==> config.mk <==
export PLATFORM = sky130hd
export DESIGN_NAME = neuron_potential_integrator
export DESIGN_NICKNAME = d
export VERILOG_FILES = /design/src/rtl/neuron_potential_integrator.sv
export SDC_FILE = /design/constraint.sdc
export NUM_CORES = 1
export LEC_CHECK = 0
export ABC_AREA = 1
export CAP_MARGIN = 20
export CORE_ASPECT_RATIO = 0.9
export CORE_MARGIN = 8
export CORE_UTILIZATION = 55
export CTS_CLUSTER_DIAMETER = 150
export DETAILED_ROUTE_END_ITERATION = 8
export GPL_TIMING_DRIVEN = 0
export PLACE_DENSITY = 0.76
export SYNTH_ARGS = -nofsm -noshare
export SYNTH_HDL_FRONTEND = slang
export SYNTH_SLANG_ARGS = --single-unit
==> constraint.sdc <==
create_clock -name clk -period 7.03 [get_ports clk]
set_clock_uncertainty 0.1 [all_clocks]
set_input_delay 1.406 -clock clk [delete_from_list [all_inputs] [get_ports clk]]
set_output_delay 1.406 -clock clk [all_outputs]
set_load 0.02 [all_outputs]
==> src/rtl/neuron_potential_integrator.sv <==
// Time-multiplexed membrane potential integrator: one neuron per clock per tick,
// with saturation, threshold fire/reset, negative floor and spike/done events.
module neuron_potential_integrator #(
    parameter int unsigned NUM_NEURONS = 4,
    parameter int unsigned IDX_W       = 2,
    parameter int unsigned POT_W       = 16,
    parameter int          THRESHOLD   = 100,
    parameter int          RESET_POT   = 0,
    parameter int          NEG_FLOOR   = -100
) (
    input  logic             clk,
    input  logic             rst,
    input  logic             tick,
    input  logic [7:0]       leak_value,
    input  logic [7:0]       syn_in,
    output logic [IDX_W-1:0] neuron_idx,
    output logic             busy,
    output logic             spike_valid,
    output logic [IDX_W-1:0] spike_idx,
    output logic             done,
    output logic             overrun
);

    localparam int unsigned SUM_W = POT_W + 2;
    localparam logic signed [SUM_W-1:0] SAT_HI   = SUM_W'((2 ** (POT_W - 1)) - 1);
    localparam logic signed [SUM_W-1:0] SAT_LO   = ~SAT_HI;
    localparam logic signed [POT_W-1:0] THR_P    = POT_W'(THRESHOLD);
    localparam logic signed [POT_W-1:0] RST_P    = POT_W'(RESET_POT);
    localparam logic signed [POT_W-1:0] FLOOR_P  = POT_W'(NEG_FLOOR);
    localparam logic [IDX_W-1:0]        LAST_IDX = IDX_W'(NUM_NEURONS - 1);

    typedef enum logic {
        IDLE   = 1'b0,
        UPDATE = 1'b1
    } state_t;

    state_t                  state;
    state_t                  state_next;
    logic signed [POT_W-1:0] pot [NUM_NEURONS];
    logic signed [7:0]       leak_reg;

    logic signed [SUM_W-1:0] sum;
    logic signed [POT_W-1:0] sum_sat;
    logic signed [POT_W-1:0] pot_next;
    logic                    fire;

    logic [IDX_W-1:0]        idx_next;
    logic                    busy_next;
    logic                    spike_valid_next;
    logic [IDX_W-1:0]        spike_idx_next;
    logic                    done_next;
    logic                    overrun_next;
    logic                    leak_load;
    logic                    pot_we;

    // Datapath for the neuron currently addressed: add, saturate, fire/floor
    always_comb begin
        sum      = SUM_W'(pot[neuron_idx]) + SUM_W'($signed(syn_in)) + SUM_W'(leak_reg);
        sum_sat  = POT_W'(sum);
        fire     = 1'b0;
        pot_next = sum_sat;
        if (sum > SAT_HI) begin
            sum_sat = POT_W'(SAT_HI);
        end else if (sum < SAT_LO) begin
            sum_sat = POT_W'(SAT_LO);
        end
        if (sum_sat >= THR_P) begin
            fire     = 1'b1;
            pot_next = RST_P;
        end else if (sum_sat < FLOOR_P) begin
            pot_next = FLOOR_P;
        end else begin
            pot_next = sum_sat;
        end
    end

    // Next-state and next-output decode for the sweep controller
    always_comb begin
        state_next       = state;
        idx_next         = neuron_idx;
        busy_next        = busy;
        spike_valid_next = 1'b0;
        spike_idx_next   = spike_idx;
        done_next        = 1'b0;
        overrun_next     = 1'b0;
        leak_load        = 1'b0;
        pot_we           = 1'b0;
        case (state)
            IDLE: begin
                if (tick) begin
                    state_next = UPDATE;
                    idx_next   = '0;
                    busy_next  = 1'b1;
                    leak_load  = 1'b1;
                end
            end
            UPDATE: begin
                pot_we       = 1'b1;
                overrun_next = tick;
                if (fire) begin
                    spike_valid_next = 1'b1;
                    spike_idx_next   = neuron_idx;
                end
                if (neuron_idx == LAST_IDX) begin
                    state_next = IDLE;
                    idx_next   = '0;
                    busy_next  = 1'b0;
                    done_next  = 1'b1;
                end else begin
                    idx_next = neuron_idx + IDX_W'(1);
                end
            end
            default: state_next = IDLE;
        endcase
    end

    // State and registered outputs
    always_ff @(posedge clk) begin
        if (rst) begin
            state       <= IDLE;
            neuron_idx  <= '0;
            busy        <= 1'b0;
            spike_valid <= 1'b0;
            spike_idx   <= '0;
            done        <= 1'b0;
            overrun     <= 1'b0;
            leak_reg    <= '0;
        end else begin
            state       <= state_next;
            neuron_idx  <= idx_next;
            busy        <= busy_next;
            spike_valid <= spike_valid_next;
            spike_idx   <= spike_idx_next;
            done        <= done_next;
            overrun     <= overrun_next;
            if (leak_load) begin
                leak_reg <= $signed(leak_value);
            end
        end
    end

    // Potential storage; only the addressed neuron is written during a sweep
    always_ff @(posedge clk) begin
        if (rst) begin
            for (int i = 0; i < int'(NUM_NEURONS); i++) begin
                pot[i] <= '0;
            end
        end else if (pot_we) begin
            pot[neuron_idx] <= pot_next;
        end
    end

endmodule

Word level (Yosys, flattened, before mapping)
Memories as Yosys holds them, arrays and structs flattened. A register that Yosys moved wholly into a read port is not among the register bits.
Index checks and enable logic that the tools add are counted.
Widths: inputs -> output; s select.

cells by class
  $lt $le $gt $ge = 4
  add/subtract/negate cells = 3
  equal/unequal tests = 3
  reduce and logical (&&, ||, !) cells = 4
  muxes and demuxes = 28
  bitwise logic cells = 1

operators by type and width
  cell                  count
  $mux 16               5
  $add 17x8->18         1
  $gt 18x16->1 const B  1
  $lt 18x16->1 const B  1
  $add 16x8->17         1
  $ge 16x8->1 const B   1
  $lt 16x8->1 const B   1
  $reduce_or 16->1      1
  $mux 1                15
  $mux 2                5
  $pmux 1 s2            2
  $pmux 2 s2            1
  $reduce_and 2->1      2
  $add 2x1->2 const B   1
  $eq 2x2->1 const B    1
  $ne 2x1->1 const B    1
  $ne 2x2->1 const B    1
  $reduce_or 2->1       1
  $not 1->1             1

storage, ports and cells
  bits in registers = 17
  input port bits = 19
  bits in writable memories = 64
  memories kept = 1
  logic and storage cells = 52

memories
  name  words  bits a word  read ports  clocked after Yosys merged registers in  wr ports  line  source
  pot   4      16           1           1                                        4         39    logic signed [POT_W-1:0] pot [NUM_NEURONS];

Logic depth before layout (Yosys ltp)
  depth after elaboration = 9
  mapped depth = 30

Least setup slack after synthesis
OpenSTA, ideal clock, no wires.

  kind = in2reg
  start point = in syn_in[1]
  end point = mem pot[0][14] (data pin)
  arrival = 4.951 ns
  library setup time = 0.267 ns
  stages = 27
  setup slack = 1.712 ns
  data required time = 6.663 ns
  path buffers = 2
  cell sequence = inv_1 -> fa_1 -> inv_1 -> ha_1 -> inv_1 -> fa_1 -> inv_1 -> nand3_1 -> nand2_2 -> nand3_2 -> nand2_2 -> nand2_1 -> nand3_1 -> nand2_4 -> inv_4 -> o21ai_4 -> clkbuf_1 -> nand2_1 -> nand2_1 -> nor4_1 -> nand3b_1 -> ha_1 -> buf_1 -> inv_1 -> nand3_1 -> nand3_2 -> nor2_1

RTL lines
  what                line  source
  start: declaration  15    input logic [7:0] syn_in,
  end: declaration    39

==> impl_metrics.xml <==
<?xml version="1.0" encoding="UTF-8"?>
<metrics>
  <group name="status">
    <metric name="status" unit="">finished clean</metric>
  </group>
  <group name="cts">
    <metric name="numCtsBuffers" unit="">9</metric>
    <metric name="clock_sinks" unit="">83</metric>
    <metric name="ctsResizeCount" unit="">0</metric>
    <metric name="clock_tree.htree_level_count" unit="">3</metric>
    <metric name="clock_latency" unit="ns">0.37</metric>
    <metric name="tritoncts" unit="">built</metric>
    <metric name="cts.path.max_buffers" unit="">2</metric>
    <metric name="holdBufCountCts" unit="">0</metric>
    <metric name="clk_pin_slew" unit="ns">0.09</metric>
    <metric name="root_buffer" unit="">clkbuf_8</metric>
    <metric name="cts.repair_timing.setup_buffer_count" unit="">0</metric>
  </group>
  <group name="sta">
    <metric name="layout_setup_ws" unit="ns">0.805</metric>
    <metric name="fin_tns_setup" unit="ns">0</metric>
    <metric name="maxSlewViolCount" unit="">0</metric>
    <metric name="finalSetupViolCount" unit="">0</metric>
    <metric name="timing.max_slew.rel_slack" unit="%">34.2</metric>
    <metric name="finalHoldViolations" unit="">0</metric>
    <metric name="rsz_0062_raised_after_global_routing" unit="">no</metric>
    <metric name="max_clock_freq" unit="GHz">0.161</metric>
    <metric name="layout_worst_path_cycle_share" unit="%">88.5</metric>
    <metric name="layout_min_cycle_time" unit="ns">6.23</metric>
    <metric name="worstMarginPinSlew" unit="ns">0.986</metric>
  </group>
  <group name="routing">
    <metric name="detailroute.via_count" unit="">4175</metric>
    <metric name="met2_length" unit="um">5850</metric>
    <metric name="wl_per_cell" unit="um">16.0</metric>
    <metric name="routed_wl" unit="um">12300</metric>
    <metric name="dr.first_iter.drc_count" unit="">345</metric>
    <metric name="drt-vias-per-instance" unit="">5.42</metric>
    <metric name="met3_wirelength" unit="um">769</metric>
    <metric name="postRouteAntennaNets" unit="">0</metric>
    <metric name="drt_drc_violations_left" unit="">0</metric>
    <metric name="routedLengthMet1" unit="um">5450</metric>
    <metric name="dr.max_layer_used" unit="">met4</metric>
    <metric name="drt_pass1_iterations" unit="">5</metric>
  </group>
  <group name="worst_setup_path">
    <metric name="critical_path_required" unit="ns">7.02</metric>
    <metric name="critPathMaxFanout" unit="">10</metric>
    <metric name="path_class" unit="">in -&gt; reg</metric>
    <metric name="crit_path_start_kind" unit="">primary input</metric>
    <metric name="crit_arrival" unit="ns">6.22</metric>
    <metric name="cp-end-kind" unit="">register</metric>
  </group>
  <group name="synth">
    <metric name="synth_top_family_by_area" unit="">simple AND/OR/NAND/NOR gates</metric>
    <metric name="synth_top_cells_by_count" unit="">127 x nand2_1, 116 x nor2_1, 70 x inv_1, 64 x edfxtp_1, 43 x o21ai_0</metric>
    <metric name="synth_simple_gate_area_share" unit="%">27.3</metric>
    <metric name="synth_top_cell_area_share" unit="%">37.3</metric>
    <metric name="ys_dominant_reg_cell" unit="">edfxtp_1</metric>
    <metric name="synth.top_cells.by_area" unit="">edfxtp_1 37%, nand2_1 9.2%, nor2_1 8.4%</metric>
    <metric name="synth_compound_gate_area_share" unit="%">8.13</metric>
    <metric name="mux_cell_area_share_after_synthesis" unit="%">0</metric>
    <metric name="synth.avg_cell_area" unit="sq um">8.50</metric>
    <metric name="ys_seq_area_share" unit="%">44.6</metric>
    <metric name="mappedNetlistNets" unit="">661</metric>
    <metric name="synth_most_common_cell" unit="">nand2_1</metric>
    <metric name="synthAdderAreaFrac" unit="%">11.0</metric>
    <metric name="ys_seq_elements" unit="">83</metric>
    <metric name="yosysWarningCount" unit="">0</metric>
    <metric name="synthArstFlopShare" unit="%">0</metric>
    <metric name="synth_top_cell_by_area" unit="">edfxtp_1</metric>
    <metric name="syn-cell-area" unit="sq um">5160</metric>
    <metric name="synth.lib_cells_used.distinct" unit="">36</metric>
    <metric name="syn-instance-count" unit="">607</metric>
    <metric name="synth_edf_count" unit="">64</metric>
    <metric name="post_synth_xor_area_fraction" unit="%">1.36</metric>
  </group>
  <group name="finish">
    <metric name="finalNonFillerCells" unit="">771</metric>
    <metric name="largest_reg_flops" unit="">64</metric>
    <metric name="num_antenna_cells" unit="">0</metric>
    <metric name="area.growth.synth_to_final" unit="%">12.2</metric>
    <metric name="drive_gt1_share" unit="%">9.24</metric>
    <metric name="finish.net_count" unit="">698</metric>
    <metric name="filler_cell_count" unit="">822</metric>
  </group>
  <group name="placed_design">
    <metric name="gp_congestion" unit="">0.897</metric>
    <metric name="buffer_ports.inserted" unit="">26</metric>
    <metric name="placed_cells_incl_taps" unit="">755</metric>
    <metric name="dp_hpwl" unit="um">9380</metric>
    <metric name="post-place-ws" unit="ns">0.442</metric>
  </group>
  <group name="global_routing">
    <metric name="initial_antenna_violation_count" unit="">0</metric>
    <metric name="grt_max_degree" unit="">17</metric>
    <metric name="global_route.usage.total" unit="%">20.3</metric>
    <metric name="global_route_wire_length_before_repair" unit="um">20500</metric>
    <metric name="first_global_vias" unit="">4151</metric>
    <metric name="global_route.overflow_total" unit="">0</metric>
  </group>
  <group name="pwr">
    <metric name="cellLeakagePower" unit="uW">0.00258</metric>
    <metric name="power.density" unit="nW/um^2">315</metric>
    <metric name="vdd_ir_drop_max" unit="mV">0.200</metric>
    <metric name="finalPower" unit="uW">1820</metric>
  </group>
  <group name="run">
    <metric name="maxCapViolCount" unit="">0</metric>
  </group>
  <group name="floorplanning">
    <metric name="placement_rows" unit="">33</metric>
    <metric name="dieArea" unit="sq um">12700</metric>
    <metric name="num_io_pins" unit="">27</metric>
    <metric name="die_w" unit="um">118</metric>
    <metric name="die_height" unit="um">108</metric>
    <metric name="floorplan.initialDensity" unit="%">56.5</metric>
    <metric name="floorplan.core_area" unit="sq um">9130</metric>
  </group>
  <group name="worst_hold_path">
    <metric name="worst_hold_path_type" unit="">reg -&gt; reg</metric>
  </group>
</metrics>
critical path, stage by stage:
cell	delay [ns]
clkdlybuf4s50_1	0.91
fa_1	0.53
ha_1	0.39
nand2_1	0.17
inv_2	0.05
nand2_1	0.06
nand2_1	0.06
nand2_1	0.05
nand2_1	0.05
nor2_1	0.12
nand3_1	0.15
nand2_4	0.13
inv_4	0.07
o21ai_4	0.11
clkbuf_1	0.37
nand2_1	0.19
inv_1	0.09
nand3_1	0.08
nand3b_1	0.09
ha_1	0.22
buf_1	0.21
inv_1	0.37
nand3_1	0.14
nand3_2	0.15
nor2_1	0.06
report_power, final:
group	internal, uW	switching, uW
Combinational	300	583
Sequential	568	17.6
Clock	156	195
Total	1020	795
path summary, 6_finish.rpt:
| check | from | endpoint | slack (ns) | depth (start not counted) |
|---|---|---|---|---|
| worst max-delay path | syn_in[7] | pot[1][14]$_SDFFCE_PN0P_ | 0.80 | 25 |
| worst min-delay path | leak_reg[1]$_SDFFE_PP0P_ | leak_reg[1]$_SDFFE_PP0P_ | 0.40 | 2 |
| worst max register to register | register | pot[1][14]$_SDFFCE_PN0P_ | 1.24 | 26 |
| worst min register to register | leak_reg[1]$_SDFFE_PP0P_ | leak_reg[1]$_SDFFE_PP0P_ | 0.40 | 2 |
cell type report:
class                      count  area, sq um  area share, %
buffer                        17         81.3           1.41
clock buffer                  10          149           2.57
clock inverter                 6         52.6          0.908
inverter                      82          310           5.36
multi-input combinational    425         2480           42.8
sequential                    83         2300           39.8
tap                          122          153           2.64
timing repair buffer          26          260           4.50
per-layer routing:
metal / vias to the layer above / global-route usage [%]
li1: 2058 / -
met1: 1977 / 25.7
met2: 123 / 34.7
met3: 17 / 3.93
met4: 0 / 6.12
met5: - / 0
cells in the final DEF (no fill, tap or decap), types with 6 or more instances in the layout:
cell type,netlist,final
a21oi_1,9,9
o22ai_1,15,15
nor2_1,116,116
dfxtp_1,19,19
xor2_1,7,7
nand2_2,8,8
ha_1,18,18
nor3_1,6,6
clkbuf_8,0,9
inv_1,70,70
inv_2,10,10
nand2_1,127,127
o21ai_0,43,43
nand3_1,17,17
fa_1,17,17
clkbuf_1,13,13
nand3b_1,8,8
edfxtp_1,64,64
clkdlybuf4s50_1,0,26
cell families after synthesis:
logic type                 count (synthesis)
DFF                                       83
AOI/OAI and AO/OA                         74
buffers and inverters                     99
adders and majority gates                 35
and+or+nand+nor                          308
xor gates and xnor gates                   8
through the flow:
step	util (%)	instance area, sq um	hold WS (ns)
after CTS	63.4	5790	0.402
final	63.4	5790	0.395
after detailed placement	61.2	5580	0.381
after global routing	63.4	5790	0.420
after global placement	61.0	5570	0.377
after floorplan	-	5160	0.360
No activity file was read; power rests on OpenSTA's default activity.
